===== config.mk =====
export PLATFORM = sky130hd
export DESIGN_NAME = brc_resolve_flat
export DESIGN_NICKNAME = d
export VERILOG_FILES = /design/src/rtl/brc_resolve_pkg.sv /design/src/rtl/brc_resolve_if.sv /design/src/rtl/brc_resolve_rr_arb.sv /design/src/rtl/brc_resolve.sv /design/src/flat_wrapper.sv
export SDC_FILE = /design/constraint.sdc
export NUM_CORES = 1
export LEC_CHECK = 0
export ABC_AREA = 1
export ABC_CLOCK_PERIOD_IN_PS = 14000
export CORE_MARGIN = 3
export CORE_UTILIZATION = 45
export CTS_CLUSTER_SIZE = 8
export DETAILED_ROUTE_END_ITERATION = 10
export PLACE_DENSITY = 0.77
export SLEW_MARGIN = 20
export SYNTH_ARGS = -nofsm -noshare
export SYNTH_HDL_FRONTEND = slang
export SYNTH_SLANG_ARGS = --single-unit

===== constraint.sdc =====
create_clock -name clock -period 14 [get_ports clock]
set_input_delay 2.8 -clock clock [delete_from_list [all_inputs] [get_ports clock]]
set_output_delay 2.8 -clock clock [all_outputs]
set_load 0.01 [all_outputs]

===== src/rtl/brc_resolve_pkg.sv =====
// Shared types for the branch resolution unit: request/response records, opcode enums, widths.
// Widths are package constants so the records stay packed and can cross the interface unchanged.
package brc_resolve_pkg;

    localparam int XLEN  = 32;
    localparam int TAG_W = 6;
    localparam int CH_W  = 4;

    typedef logic        [XLEN-1:0] xlen_t;
    typedef logic signed [XLEN-1:0] slen_t;

    localparam xlen_t BRC_LINK_OFS = xlen_t'(4);

    typedef enum logic [1:0] {
        BRC_BRANCH = 2'd0,
        BRC_JUMP   = 2'd1,
        BRC_JALR   = 2'd2
    } brc_ty_t;

    // Codes 2 and 3 are deliberately unassigned and resolve as not-taken.
    typedef enum logic [2:0] {
        BRC_BEQ  = 3'd0,
        BRC_BNE  = 3'd1,
        BRC_BLT  = 3'd4,
        BRC_BGE  = 3'd5,
        BRC_BLTU = 3'd6,
        BRC_BGEU = 3'd7
    } brc_branch_t;

    typedef struct packed {
        brc_ty_t     ty;
        brc_branch_t br;
    } brc_fun_t;

    typedef struct packed {
        xlen_t [1:0]      ops;
        brc_fun_t         fun;
        xlen_t            pc;
        xlen_t            imm;
        logic             pred_taken;
        xlen_t            pred_target;
        logic [TAG_W-1:0] tag;
    } brc_req_t;

    // target carries the resolved next-PC: branch target when taken, pc+4 otherwise.
    typedef struct packed {
        logic [TAG_W-1:0] tag;
        logic [CH_W-1:0]  ch;
        logic             taken;
        xlen_t            target;
        xlen_t            link;
        logic             mispredict;
        logic             misalign;
    } brc_resp_t;

endpackage


===== src/rtl/brc_resolve_if.sv =====
// Issue-side and result-side handshake bundle of the branch resolution unit.
// master = issuing/consuming logic, slave = the resolution unit.
interface brc_resolve_if #(
    parameter int NUM_CH = 2
);
    import brc_resolve_pkg::*;

    logic     [NUM_CH-1:0] in_valid;
    logic     [NUM_CH-1:0] in_ready;
    brc_req_t [NUM_CH-1:0] in_req;
    logic                  out_valid;
    logic                  out_ready;
    brc_resp_t             out_resp;

    modport master (
        output in_valid,
        output in_req,
        output out_ready,
        input  in_ready,
        input  out_valid,
        input  out_resp
    );

    modport slave (
        input  in_valid,
        input  in_req,
        input  out_ready,
        output in_ready,
        output out_valid,
        output out_resp
    );

endinterface


===== src/rtl/brc_resolve_rr_arb.sv =====
// Round-robin arbiter: grants the first requester at or after the pointer, combinational grant.
// Pointer moves to grant+1 only when the grant is consumed (adv_i); otherwise it holds.
module brc_rr_arb #(
    parameter int NUM_CH = 2,
    parameter int PTR_W  = (NUM_CH > 1) ? $clog2(NUM_CH) : 1
) (
    input  logic              clock,
    input  logic              reset,
    input  logic [NUM_CH-1:0] req_i,
    input  logic              adv_i,
    output logic [NUM_CH-1:0] grant_o,
    output logic [PTR_W-1:0]  grant_idx_o,
    output logic              any_o
);

    logic [PTR_W-1:0] ptr_q;
    logic [PTR_W-1:0] ptr_d;

    always_comb begin
        int idx;
        idx         = 0;
        grant_o     = '0;
        grant_idx_o = '0;
        any_o       = 1'b0;
        for (int k = 0; k < NUM_CH; k++) begin
            idx = int'(ptr_q) + k;
            if (idx >= NUM_CH) begin
                idx = idx - NUM_CH;
            end
            if (!any_o && req_i[idx]) begin
                any_o       = 1'b1;
                grant_idx_o = PTR_W'(idx);
            end
        end
        if (any_o) begin
            grant_o[grant_idx_o] = 1'b1;
        end
    end

    always_comb begin
        ptr_d = ptr_q;
        if (adv_i) begin
            if (grant_idx_o == PTR_W'(NUM_CH - 1)) begin
                ptr_d = '0;
            end else begin
                ptr_d = grant_idx_o + PTR_W'(1);
            end
        end
    end

    always_ff @(posedge clock) begin
        if (reset) begin
            ptr_q <= '0;
        end else begin
            ptr_q <= ptr_d;
        end
    end

endmodule


===== src/rtl/brc_resolve.sv =====
// Branch resolution unit: RR-arbitrated issue, S1 evaluates condition/target, S2 holds the result.
// Accept to out_valid is 2 cycles; 1/cycle sustained; stalls hold S2 then S1. Optional BRC_STATS_EN.
module brc_resolve #(
    parameter int NUM_CH = 2
) (
    input  logic        clock,
    input  logic        reset,
    input  logic        flush,
    brc_resolve_if.slave bus
`ifdef BRC_STATS_EN
    ,
    output logic [31:0] stat_branches,
    output logic [31:0] stat_mispred
`endif
);
    import brc_resolve_pkg::*;

    localparam int PTR_W = (NUM_CH > 1) ? $clog2(NUM_CH) : 1;

    logic [NUM_CH-1:0] grant;
    logic [PTR_W-1:0]  grant_idx;
    logic              grant_any;

    logic      s1_vld_q, s1_vld_d;
    logic      s2_vld_q, s2_vld_d;
    brc_resp_t s1_q, s1_d;
    brc_resp_t s2_q, s2_d;

    logic s2_load;
    logic s1_can_load;
    logic accept;
    logic fire;

    brc_req_t  win;
    brc_resp_t resp_new;
    xlen_t     br_sum;
    xlen_t     jr_sum;
    xlen_t     link;
    xlen_t     tgt;
    logic      op_eq;
    logic      op_lt;
    logic      op_ltu;
    logic      cond_taken;
    logic      misalign;

    assign fire        = s2_vld_q & bus.out_ready;
    assign s2_load     = ~s2_vld_q | bus.out_ready;
    assign s1_can_load = ~s1_vld_q | s2_load;
    assign accept      = grant_any & s1_can_load & ~flush & ~reset;

    assign bus.in_ready  = grant & {NUM_CH{accept}};
    assign bus.out_valid = s2_vld_q;
    assign bus.out_resp  = s2_q;

    brc_rr_arb #(
        .NUM_CH (NUM_CH),
        .PTR_W  (PTR_W)
    ) u_arb (
        .clock       (clock),
        .reset       (reset),
        .req_i       (bus.in_valid),
        .adv_i       (accept),
        .grant_o     (grant),
        .grant_idx_o (grant_idx),
        .any_o       (grant_any)
    );

    always_comb begin
        win        = bus.in_req[grant_idx];
        br_sum     = win.pc + win.imm;
        jr_sum     = win.ops[0] + win.imm;
        link       = win.pc + BRC_LINK_OFS;
        op_eq      = (win.ops[0] == win.ops[1]);
        op_lt      = (slen_t'(win.ops[0]) < slen_t'(win.ops[1]));
        op_ltu     = (win.ops[0] < win.ops[1]);
        cond_taken = 1'b0;
        tgt        = br_sum;

        case (win.fun.ty)
            BRC_BRANCH: begin
                case (win.fun.br)
                    BRC_BEQ:  cond_taken = op_eq;
                    BRC_BNE:  cond_taken = ~op_eq;
                    BRC_BLT:  cond_taken = op_lt;
                    BRC_BGE:  cond_taken = ~op_lt;
                    BRC_BLTU: cond_taken = op_ltu;
                    BRC_BGEU: cond_taken = ~op_ltu;
                    default:  cond_taken = 1'b0;
                endcase
            end
            BRC_JUMP: cond_taken = 1'b1;
            BRC_JALR: begin
                cond_taken = 1'b1;
                tgt        = {jr_sum[XLEN-1:1], 1'b0};
            end
            default: cond_taken = 1'b0;
        endcase

        // A misaligned target traps upstream, so it must not also trigger a redirect.
        misalign = cond_taken & tgt[1];

        resp_new            = '0;
        resp_new.tag        = win.tag;
        resp_new.ch         = CH_W'(grant_idx);
        resp_new.taken      = cond_taken;
        resp_new.target     = cond_taken ? tgt : link;
        resp_new.link       = link;
        resp_new.misalign   = misalign;
        resp_new.mispredict = ~misalign &
                              ((cond_taken != win.pred_taken) |
                               (cond_taken & (tgt != win.pred_target)));
    end

    always_comb begin
        s1_vld_d = s1_vld_q;
        s1_d     = s1_q;
        s2_vld_d = s2_vld_q;
        s2_d     = s2_q;
        if (flush) begin
            s1_vld_d = 1'b0;
            s2_vld_d = 1'b0;
        end else begin
            if (s2_load) begin
                s2_vld_d = s1_vld_q;
                if (s1_vld_q) begin
                    s2_d = s1_q;
                end
            end
            if (s1_can_load) begin
                s1_vld_d = accept;
                if (accept) begin
                    s1_d = resp_new;
                end
            end
        end
    end

    always_ff @(posedge clock) begin
        if (reset) begin
            s1_vld_q <= 1'b0;
            s2_vld_q <= 1'b0;
            s1_q     <= '0;
            s2_q     <= '0;
        end else begin
            s1_vld_q <= s1_vld_d;
            s2_vld_q <= s2_vld_d;
            s1_q     <= s1_d;
            s2_q     <= s2_d;
        end
    end

`ifdef BRC_STATS_EN
    logic [31:0] stat_br_q, stat_br_d;
    logic [31:0] stat_mp_q, stat_mp_d;

    // Saturating counters; flush does not clear them since fires in the flush cycle still count.
    always_comb begin
        stat_br_d = stat_br_q;
        stat_mp_d = stat_mp_q;
        if (fire && (stat_br_q != '1)) begin
            stat_br_d = stat_br_q + 32'd1;
        end
        if (fire && s2_q.mispredict && (stat_mp_q != '1)) begin
            stat_mp_d = stat_mp_q + 32'd1;
        end
    end

    always_ff @(posedge clock) begin
        if (reset) begin
            stat_br_q <= '0;
            stat_mp_q <= '0;
        end else begin
            stat_br_q <= stat_br_d;
            stat_mp_q <= stat_mp_d;
        end
    end

    assign stat_branches = stat_br_q;
    assign stat_mispred  = stat_mp_q;
`endif

endmodule


===== src/flat_wrapper.sv =====
// flat-port wrapper written by rule: the top's interface ports become plain ports
module brc_resolve_flat import brc_resolve_pkg::*;
#(
    parameter int NUM_CH = 2
)
  (clock, reset, flush, bus_in_valid, bus_in_req, bus_out_ready, bus_in_ready, bus_out_valid, bus_out_resp);
  brc_resolve_if #(.NUM_CH(NUM_CH)) bus_i ();
  input  logic clock;
  input  logic reset;
  input  logic flush;
  input wire logic [$bits(bus_i.in_valid)-1:0] bus_in_valid;
  input wire logic [$bits(bus_i.in_req)-1:0] bus_in_req;
  input wire logic [$bits(bus_i.out_ready)-1:0] bus_out_ready;
  output wire logic [$bits(bus_i.in_ready)-1:0] bus_in_ready;
  output wire logic [$bits(bus_i.out_valid)-1:0] bus_out_valid;
  output wire logic [$bits(bus_i.out_resp)-1:0] bus_out_resp;
  assign bus_i.in_valid = bus_in_valid;
  assign bus_i.in_req = bus_in_req;
  assign bus_i.out_ready = bus_out_ready;
  assign bus_in_ready = bus_i.in_ready;
  assign bus_out_valid = bus_i.out_valid;
  assign bus_out_resp = bus_i.out_resp;
  brc_resolve #(.NUM_CH(NUM_CH)) u_core (.clock(clock), .reset(reset), .flush(flush), .bus(bus_i));
endmodule

==> summary.md <==
| Metric | Value |
|---|---|
| Post-Syn Area | 0.0146 sq mm |
| CTS Hold Bufs | 0 |
| Via count | 17552 |
| M1 WL | 24100 um |
| CP max-delay cell | clkdlybuf4s50_1 |
| Final Skew | 4.33 ps |
| Global-route wire length before repair | 85900 um |
| Most frequent cells after synthesis | nand2_1, inv_1, nor2_1, nand3_1, o21ai_0 |
| Port bufs | 426 |
| Cell with the most instances after synthesis | nand2_1 |
| Mapped Cells | 2454 |
| Worst Path Required | 11200 ps |
| Clock-pin slew on the worst setup and hold paths | 60 ps |
| Post-Synth XOR/XNOR Area | 0.0186 |
| Largest family of logic cells by synthesized area | simple AND/OR/NAND/NOR gates |
| Worst-Margin Slew | 982 ps |
| Placed cell count | 3202 |
| Final-layout fill cell count | 2989 |
| Hold Crit Class | reg2reg |
| Post-Syn Area per Cell | 5.94 sq um |
| Max Cap Viol | 0 |
| Total track usage | 0.315 |
| Skew-Pair Late Insertion Delay | 410 ps |
| Final hold violations | 0 |
| Final nets | 3259 |
| Antenna cells | 0 |
| Top Layer Used | met4 |
| Status | finished clean |
| CP Max Fanout | 89 |
| Sequential share of the synthesized area | 0.208 |
| First-pass DRT Iterations | 6 |
| Initial antenna violation count | 0 |
| Area delta synth->final | 34.7% |
| Leak | 0.00970 uW |
| Synth area leaders | dfxtp_1, nand2_1, ha_1, inv_1, nand3_1 |
| Root Driver | clkbuf_16 |
| Die area | 0.0346 sq mm |
| Reg-to-reg setup timing slack | 8610 ps |
| Synth Area in Compound Gates | 0.171 |
| Final instance area | 0.0196 sq mm |
| Width of the die | 186 um |
| Routability cong. | 0.944 |
| WS Path Type | in2out |
| #FFs+latches synth | 151 |
| Post-synth ARST share | 0 |
| Post_cts resized | 0 |
| Overflow after GRT | 0 |
| Rows | 65 |
| Post-DR wirelength/cell | 17.8 um |
| Largest stage delay, worst path | 1070 ps |
| TritonCTS Buffers | 17 |
| Worst Path Arrival | 5990 ps |
| Power per cell area | 90.4 mW/mm^2 |
| Adder-Cell Fraction of Synth Area | 0.0783 |
| Yosys Warn Count | 0 |
| Vias in the first global route | 16353 |
| Relative slew slack | 0.345 |
| RSZ-0062 raised after global routing | no |
| Post-synth top flop | dfxtp_1 |
| Minimum clock period | 8790 ps |
| Fin util | 0.618 |
| Largest net degree at the start of global routing | 95 |
| Post-detail-place hpwl | 46800 um |
| Core Box Area | 0.0317 sq mm |
| Fin Setup TNS | 0 ps |
| Synth area leader | dfxtp_1 |
| Post-synth EDFFs | 0 |
| Max Root-Sink Buffers | 2 |
| CTS tree | done |
| Yosys top cell area share | 0.208 |
| Placed cell area | 0.0190 sq mm |
| Non-Filler Instances | 3234 |
| Met2 WL | 27600 um |
| Routed WL | 57400 um |
| Setup violations, final | 0 |
| DRC | 0 |
| CTS H-Tree Depth | 4 |
| Distinct cells, synth | 67 |
| Startpoint Class | input pin |
| DR WL met3 | 4490 um |
| DIE HEIGHT | 186 um |
| Post-CTS Setup Inserts | 0 |
| Nature of the critical path endpoint | output port |
| Post-Synth Simple-Gate Area | 0.387 |
| DR iter-0 viols | 1503 |
| IO Pins | 430 |
| Most used cell, CP | clkdlybuf4s50_1 |
| Layout cells sized above 1 | 0.0452 |
| # clock sinks | 151 |
| Post-synthesis mux area share | 0.0289 |
| Via/cell ratio | 5.43 |
| Crit-path cells | clkdlybuf4s50_1 -> nand2_8 -> buf_4 -> nor2_1 -> clkdlybuf4s50_1 |
| Highest Clock Rate | 114 MHz |
| Post-DRT Antenna Nets | 0 |
| Slew Limit Fails | 0 |
| Peak supply drop | 0.0948 mV |
| Initial Util | 0.459 |
| Crit share post-route | 0.628 |
==> cell usage in the layout, fill, tap and decap left out, types with 6 or more instances in the layout <==
master	netlist	final
nor3_1	23	22
a21oi_1	156	156
inv_1	292	291
clkbuf_16	0	17
o21a_1	9	9
a31oi_1	8	8
xnor2_1	7	7
o21bai_1	17	17
o21ai_0	199	199
a211oi_1	6	6
nand2_2	13	13
or2_2	37	37
dfxtp_1	151	151
nand3_1	203	203
nor2_1	255	254
inv_2	6	8
o32ai_1	8	8
nand2_1	689	689
nand4_1	30	30
o21ai_1	12	12
clkdlybuf4s50_1	0	426
mux2i_1	42	42
o211ai_1	6	6
nand3b_1	26	26
ha_1	88	88
xor2_1	22	22
buf_4	7	12
==> flip-flops by register name, summed over array words and instances, names as in the netlist <==
signal / cells
u_core.bus.out_valid: 1
u_core.u_arb.ptr_q: 1
u_core.s1_vld_q: 1
u_core.bus.out_resp: 74
u_core.s1_q: 74
==> final timing paths <==
| path | from | end | depth (start not counted) |
|---|---|---|---|
| max | bus_in_valid[1] | bus_in_ready[1] | 5 |
| min | u_core.s1_q[57] | u_core.bus.out_resp[57] | 2 |
| max reg2reg | u_core.u_arb.ptr_q | u_core.s1_q[1] | 30 |
| min reg2reg | u_core.s1_q[57] | u_core.bus.out_resp[57] | 2 |
==> metal layers <==
layer	vias up	GRT usage
li1	8733	-
met1	8004	0.412
met2	744	0.550
met3	71	0.0397
met4	0	0.0789
met5	-	0
==> worst max-delay path, delay by kind of cell <==
| kind | cells | cell delay (ps) |
|---|---|---|
| buffers and inverters | 3 | 2220 |
| and+or+nand+nor | 2 | 940 |
==> where the power goes <==
part	switching (uW)	leakage, uW	internal [uW]
Sequential	14.8	0.00123	458
Combinational	497	0.00816	319
Clock	172	0.000308	312
Total	684	0.00970	1090
==> cell families (layout without fill, tap and decap cells) <==
family | Yosys count | count (layout)
AOI/OAI and AO/OA | 446 | 446
xor gates and xnor gates | 30 | 30
adders and majority gates | 90 | 90
buffers and inverters | 393 | 769
DFF | 151 | 151
muxes | 42 | 42
other | 1 | 3
and+or+nand+nor | 1301 | 1301
==> area by class of cell <==
type	count	area (sq um)	area share
repair buffers	438	4350	0.222
well taps	402	503	0.0256
flip-flops and latches	151	3020	0.154
clock inverters	8	144	0.00734
inverters	299	1120	0.0572
clock buffers	24	482	0.0246
multi-input cells	1912	9990	0.509
==> per-stage QoR <==
step | hold slack (ps) | power (uW) | worst slack, ps
global placement | 438 | 1270 | 5370
detailed placement | 444 | 1280 | 5240
global route | 473 | 1880 | 5010
finish | 453 | 1770 | 5210
CTS | 454 | 1760 | 5230
floorplan | 424 | 988 | 6920
No activity file was read; power rests on OpenSTA's default activity.
